<file path="src/rtl/queue_pkg.sv">
// Shared sizing and payload type for the 2-entry, 412-bit decoupling queue.
package queue_pkg;
    localparam int QUEUE_WIDTH = 412;
    localparam int QUEUE_DEPTH = 2;
    localparam int PTR_W       = $clog2(QUEUE_DEPTH);
    localparam int CNT_W       = $clog2(QUEUE_DEPTH + 1);

    typedef logic [QUEUE_WIDTH-1:0] payload_t;
endpackage

</file>
<file path="src/rtl/ram_2x412.sv">
// 2x412 storage: one clocked write port, one combinational read port.
// Write lands on the rising edge; read data follows R0_addr in the same cycle.
module ram_2x412
    import queue_pkg::*;
(
    input  logic           R0_clk,
    input  logic [0:0]     R0_addr,
    input  logic           R0_en,
    output payload_t       R0_data,
    input  logic           W0_clk,
    input  logic [0:0]     W0_addr,
    input  logic           W0_en,
    input  payload_t       W0_data
);
    payload_t mem [2];

    // Read port is asynchronous, so its clock only exists for port compatibility.
    logic unused_r0_clk;
    assign unused_r0_clk = R0_clk;

    always_ff @(posedge W0_clk) begin
        if (W0_en) begin
            mem[W0_addr] <= W0_data;
        end
    end

    assign R0_data = R0_en ? mem[R0_addr] : '0;
endmodule

</file>
<file path="src/rtl/queue_2x412.sv">
// Ready/valid FIFO controller over ram_2x412; enq->deq latency 1 cycle (0 with FLOW bypass).
// Backpressure: enq_ready drops when full (unless PIPE and deq_ready); all outputs combinational.
module queue_2x412
    import queue_pkg::*;
#(
    parameter int WIDTH = QUEUE_WIDTH,
    parameter int DEPTH = QUEUE_DEPTH,
    parameter bit FLOW  = 1'b0,
    parameter bit PIPE  = 1'b0
) (
    input  logic                       clock,
    input  logic                       reset,
    input  logic                       io_enq_valid,
    output logic                       io_enq_ready,
    input  logic [WIDTH-1:0]           io_enq_bits,
    output logic                       io_deq_valid,
    input  logic                       io_deq_ready,
    output logic [WIDTH-1:0]           io_deq_bits,
    output logic [$clog2(DEPTH+1)-1:0] io_count,
    input  logic                       io_flush
);
    localparam int PW = $clog2(DEPTH);
    localparam int CW = $clog2(DEPTH + 1);

    logic [PW-1:0]    enq_ptr;
    logic [PW-1:0]    deq_ptr;
    logic             maybe_full;
    logic             ptr_match;
    logic             empty;
    logic             full;
    logic             enq_fire;
    logic             deq_fire;
    logic             bypass;
    logic             do_enq;
    logic             do_deq;
    logic [PW-1:0]    ptr_diff;
    logic [WIDTH-1:0] r0_data;

    assign ptr_match = (enq_ptr == deq_ptr);
    assign empty     = ptr_match & ~maybe_full;
    assign full      = ptr_match & maybe_full;

    assign io_enq_ready = ~full | (PIPE & io_deq_ready);
    assign io_deq_valid = ~empty | (FLOW & io_enq_valid);

    assign enq_fire = io_enq_valid & io_enq_ready;
    assign deq_fire = io_deq_valid & io_deq_ready;

    // An empty FLOW queue hands the payload straight through without touching storage.
    assign bypass = FLOW & empty & enq_fire & deq_fire;
    assign do_enq = enq_fire & ~bypass;
    assign do_deq = deq_fire & ~bypass;

    assign io_deq_bits = bypass ? io_enq_bits : r0_data;

    assign ptr_diff = enq_ptr - deq_ptr;
    assign io_count = full ? CW'(DEPTH) : {{(CW-PW){1'b0}}, ptr_diff};

    always_ff @(posedge clock) begin
        if (reset || io_flush) begin
            enq_ptr    <= '0;
            deq_ptr    <= '0;
            maybe_full <= 1'b0;
        end else begin
            if (do_enq) begin
                enq_ptr <= enq_ptr + 1'b1;
            end
            if (do_deq) begin
                deq_ptr <= deq_ptr + 1'b1;
            end
            if (do_enq != do_deq) begin
                maybe_full <= do_enq;
            end
        end
    end

    ram_2x412 u_ram (
        .R0_clk  (clock),
        .R0_addr (deq_ptr),
        .R0_en   (1'b1),
        .R0_data (r0_data),
        .W0_clk  (clock),
        .W0_addr (enq_ptr),
        .W0_en   (do_enq),
        .W0_data (io_enq_bits)
    );
endmodule

</file>
<file path="config.mk">
export PLATFORM = sky130hd
export DESIGN_NAME = queue_2x412
export DESIGN_NICKNAME = d
export VERILOG_FILES = /design/src/rtl/queue_pkg.sv /design/src/rtl/ram_2x412.sv /design/src/rtl/queue_2x412.sv
export SDC_FILE = /design/constraint.sdc
export NUM_CORES = 1
export LEC_CHECK = 0
export ABC_AREA = 1
export CAP_MARGIN = 10
export CELL_PAD_IN_SITES_DETAIL_PLACEMENT = 1
export CELL_PAD_IN_SITES_GLOBAL_PLACEMENT = 2
export CORE_AREA = 2 2 326 328
export CTS_BUF_LIST = sky130_fd_sc_hd__clkbuf_2 sky130_fd_sc_hd__clkbuf_4 sky130_fd_sc_hd__clkbuf_8
export CTS_CLUSTER_DIAMETER = 40
export DETAILED_ROUTE_END_ITERATION = 6
export DIE_AREA = 0 0 328 330
export DONT_BUFFER_PORTS = 1
export HOLD_SLACK_MARGIN = 0.1
export PLACE_DENSITY_LB_ADDON = 0.1
export SLEW_MARGIN = 20
export SYNTH_ARGS = -nofsm -noshare
export SYNTH_HDL_FRONTEND = slang
export SYNTH_SLANG_ARGS = --single-unit
</file>
<file path="constraint.sdc">
create_clock -name clock -period 11.95 [get_ports clock]
set_input_delay 2.39 -clock clock [delete_from_list [all_inputs] [get_ports clock]]
set_output_delay 2.39 -clock clock [all_outputs]
set_load 0.01 [all_outputs]
</file>
==> parameters.txt <==
Parameter                              Value

Run status
  Result of the run ... finished, final reports clean

CTS
  Setup bufs post-CTS ... 0
  Clock Latency Late Sink ... 0.82 ns
  Register clock-pin slew on the reported worst setup and hold paths ... 0.05 ns
  Number of hold-repair buffers added at the cts stage ... 0
  Bufs on Longest Clock Path ... 3
  CTS H-Tree Depth ... 4
  Clock net sink count ... 828
  Number of buffers created by CTS ... 155
  TritonCTS clock tree ... done
  Post-cts sizing count ... 0
  Clock root buffer ... clkbuf_8

Global route
  Number of antenna violations at the first check in global routing ... 9
  Via count of the first global-routing pass ... 13936
  Grt ovf ... 0
  Global-route usage over all layers ... 14.84%
  Wire length of the first global-routing pass ... 111300 µm
  Largest net degree at the start of global routing ... 150

Power
  Static leakage power ... 12.19 nW
  Power density over the cells ... 178.5 nW/µm²
  Largest voltage drop on the vdd net ... 0.09864 mV

Route
  Total number of vias ... 12839
  DR WL/cell ... 28.36 µm
  Total iterations of the first detailed-routing run ... 4
  Mean number of vias per cell ... 4.364
  Drt first-iter violations ... 709
  Number of remaining DRC errors ... 0
  Residual antenna-violating net count after detailed routing ... 0
  Routed WL ... 83450 µm

Yosys
  Synth cell types ... 17
  Proportion of synthesized chip area in sequential cells ... 77.94%
  Synth top area share ... 77.69%
  EDFF count, synth ... 824
  Yosys top cell by area ... edfxtp_1
  Number of cells produced by synthesis ... 1317
  Top post-synthesis cells by area ... edfxtp_1 (78%), mux2_4 (18%), buf_12 (2.1%)
  Fraction of registers with async set/reset ... 0%
  Syn avg cell area ... 24.18 µm²
  Cell area after synthesis ... 31850 µm²
  Count of warnings emitted by yosys ... 0
  Commonest register cell after synthesis ... edfxtp_1
  Mapped Nets ... 1734
  Number of storage elements in the synthesis netlist ... 828

Critical path
  Crit end category ... primary output
  Max stage delay on crit path ... 0.91 ns
  Worst-path maximum fanout ... 117
  Worst Path Arrival ... 3.74 ns
  Crit-path most repeated cell ... buf_12
  Required @ worst endpoint ... 9.56 ns
  Cell Chain, Critical Path ... buf_12 -> buf_12 -> mux2_4
  Category of the most critical setup path ... reg -> out
  Startpoint types ... register
  Slowest library cell on the worst path ... dfxtp_4

Timing
  Slew Limit Headroom ... 16.54%
  Number of hold violations in the final report ... 0
  Final Hold Slack ... 0.5555 ns
  Final count of negative-setup-slack endpoints ... 0
  Fmax achieved ... 163.1 MHz
  Post-Route Skew ... 0.03492 ns
  Time the worst path needs with I/O delays and setup ... 6.132 ns
  Worst-margin pin slew ... 1.252 ns
  Crit share post-route ... 51.32%
  Total Neg Setup Slack ... 0 ns
  Setup repair after global routing missed its margin ... false
  Final Max Tran Viols ... 0

Placement
  Half-perimeter wire length after detailed placement ... 57980 µm
  Input/output buffers ... 0
  Routability Congestion ... 0.7779

Min path
  Worst Hold Class ... reg -> reg

Floorplan
  Number of I/O pins ... 833
  Starting utilization of the core area ... 30.43%
  Die area ... 108200 µm²
  Die height ... 330 µm
  Core Area ... 104700 µm²
  Rows ... 119
  DIE WIDTH ... 328 µm

Run
  Number of maximum-capacitance constraint violations ... 0

Layout
  Post-layout util ... 34.34%
  Number of nets in the layout ... 1853
  Most frequent cells in the layout ... edfxtp_1 (824), mux2_4 (380), clkbuf_8 (164), clkbuf_4 (49), mux2_2 (32)
  Most common cell after layout, fill and taps aside ... edfxtp_1
  Filler cell count in the final layout ... 10094
  Area occupied by multi-input gates ... 6170 µm²
  Area taken by flip-flops and latches ... 24830 µm²
  Share of post-route cells with drive strength above 1 ... 42.63%
  Layout area overhead ... 12.87%
through the flow:
stage               worst slack (ns)  instance area, µm²  total power (W)  cells
floorplan                     0.7584               31850         0.003800   1317
global placement               6.631               32930         0.003861   2669
detailed placement             6.587               32930         0.003863   2669
CTS                            5.651               35890         0.006546   2931
global route                   5.541               35950         0.006694   2942
finish                         5.818               35950         0.006415   2942
worst paths after layout:
kind | start | endpoint | slack (ns) | depth (start not counted)
max | register | io_deq_bits[54] | 5.82 | 3
min | enq_ptr | enq_ptr | 0.56 | 2
max reg2reg | enq_ptr | u_ram.mem[0][252] | 8.72 | 6
min reg2reg | enq_ptr | enq_ptr | 0.56 | 2
critical path, delay by kind of cell, from the launching register on:
kind	cells	cell delay, ns
muxes	1	0.38
DFF	1	0.91
buffers and inverters	2	1.23
cells by family after synthesis:
family	Yosys count	share of synthesized area, %
compound gates	5	0.09426
buf+inv	54	2.687
flops	828	77.94
mux	412	19.05
simple gates	18	0.2318
cell usage after synthesis, types with 2 or more instances:
library cell	instances
edfxtp_1	824
mux2_2	32
inv_1	7
nor2_1	6
dfxtp_1	4
o211ai_1	2
buf_8	9
nand2_1	8
mux2_4	380
a21oi_1	2
buf_2	3
nand3_1	3
buf_12	33
area by class of cell:
class	instances	area share (%)
clock inverter	49	0.9537
multi-input combinational	435	17.16
inverter	7	0.1149
sequential	828	69.07
clock buffer	213	7.302
antenna	10	0.06961
timing repair buffer	9	0.4873
tap	1391	4.842
state kept, by name, summed over array words and instances, names as in the netlist, named ones only:
register    count
deq_ptr         1
maybe_full      1
enq_ptr         1
u_ram.mem     824
per-layer routing:
metal	GRT usage, %	vias to the layer above	routed length, µm
li1	-	5522	-
met1	13.60	6518	25910
met2	25.89	667	43410
met3	9.879	128	12000
met4	5.604	4	2093
met5	0	-	27
power by group:
group / switching, W / leakage, nW / internal, W
Combinational: 0.000232 / 2.89 / 0.000159
Sequential: 0.0000405 / 7.74 / 0.00336
Clock: 0.00113 / 1.57 / 0.00149
No activity file was read; power rests on OpenSTA's default activity.
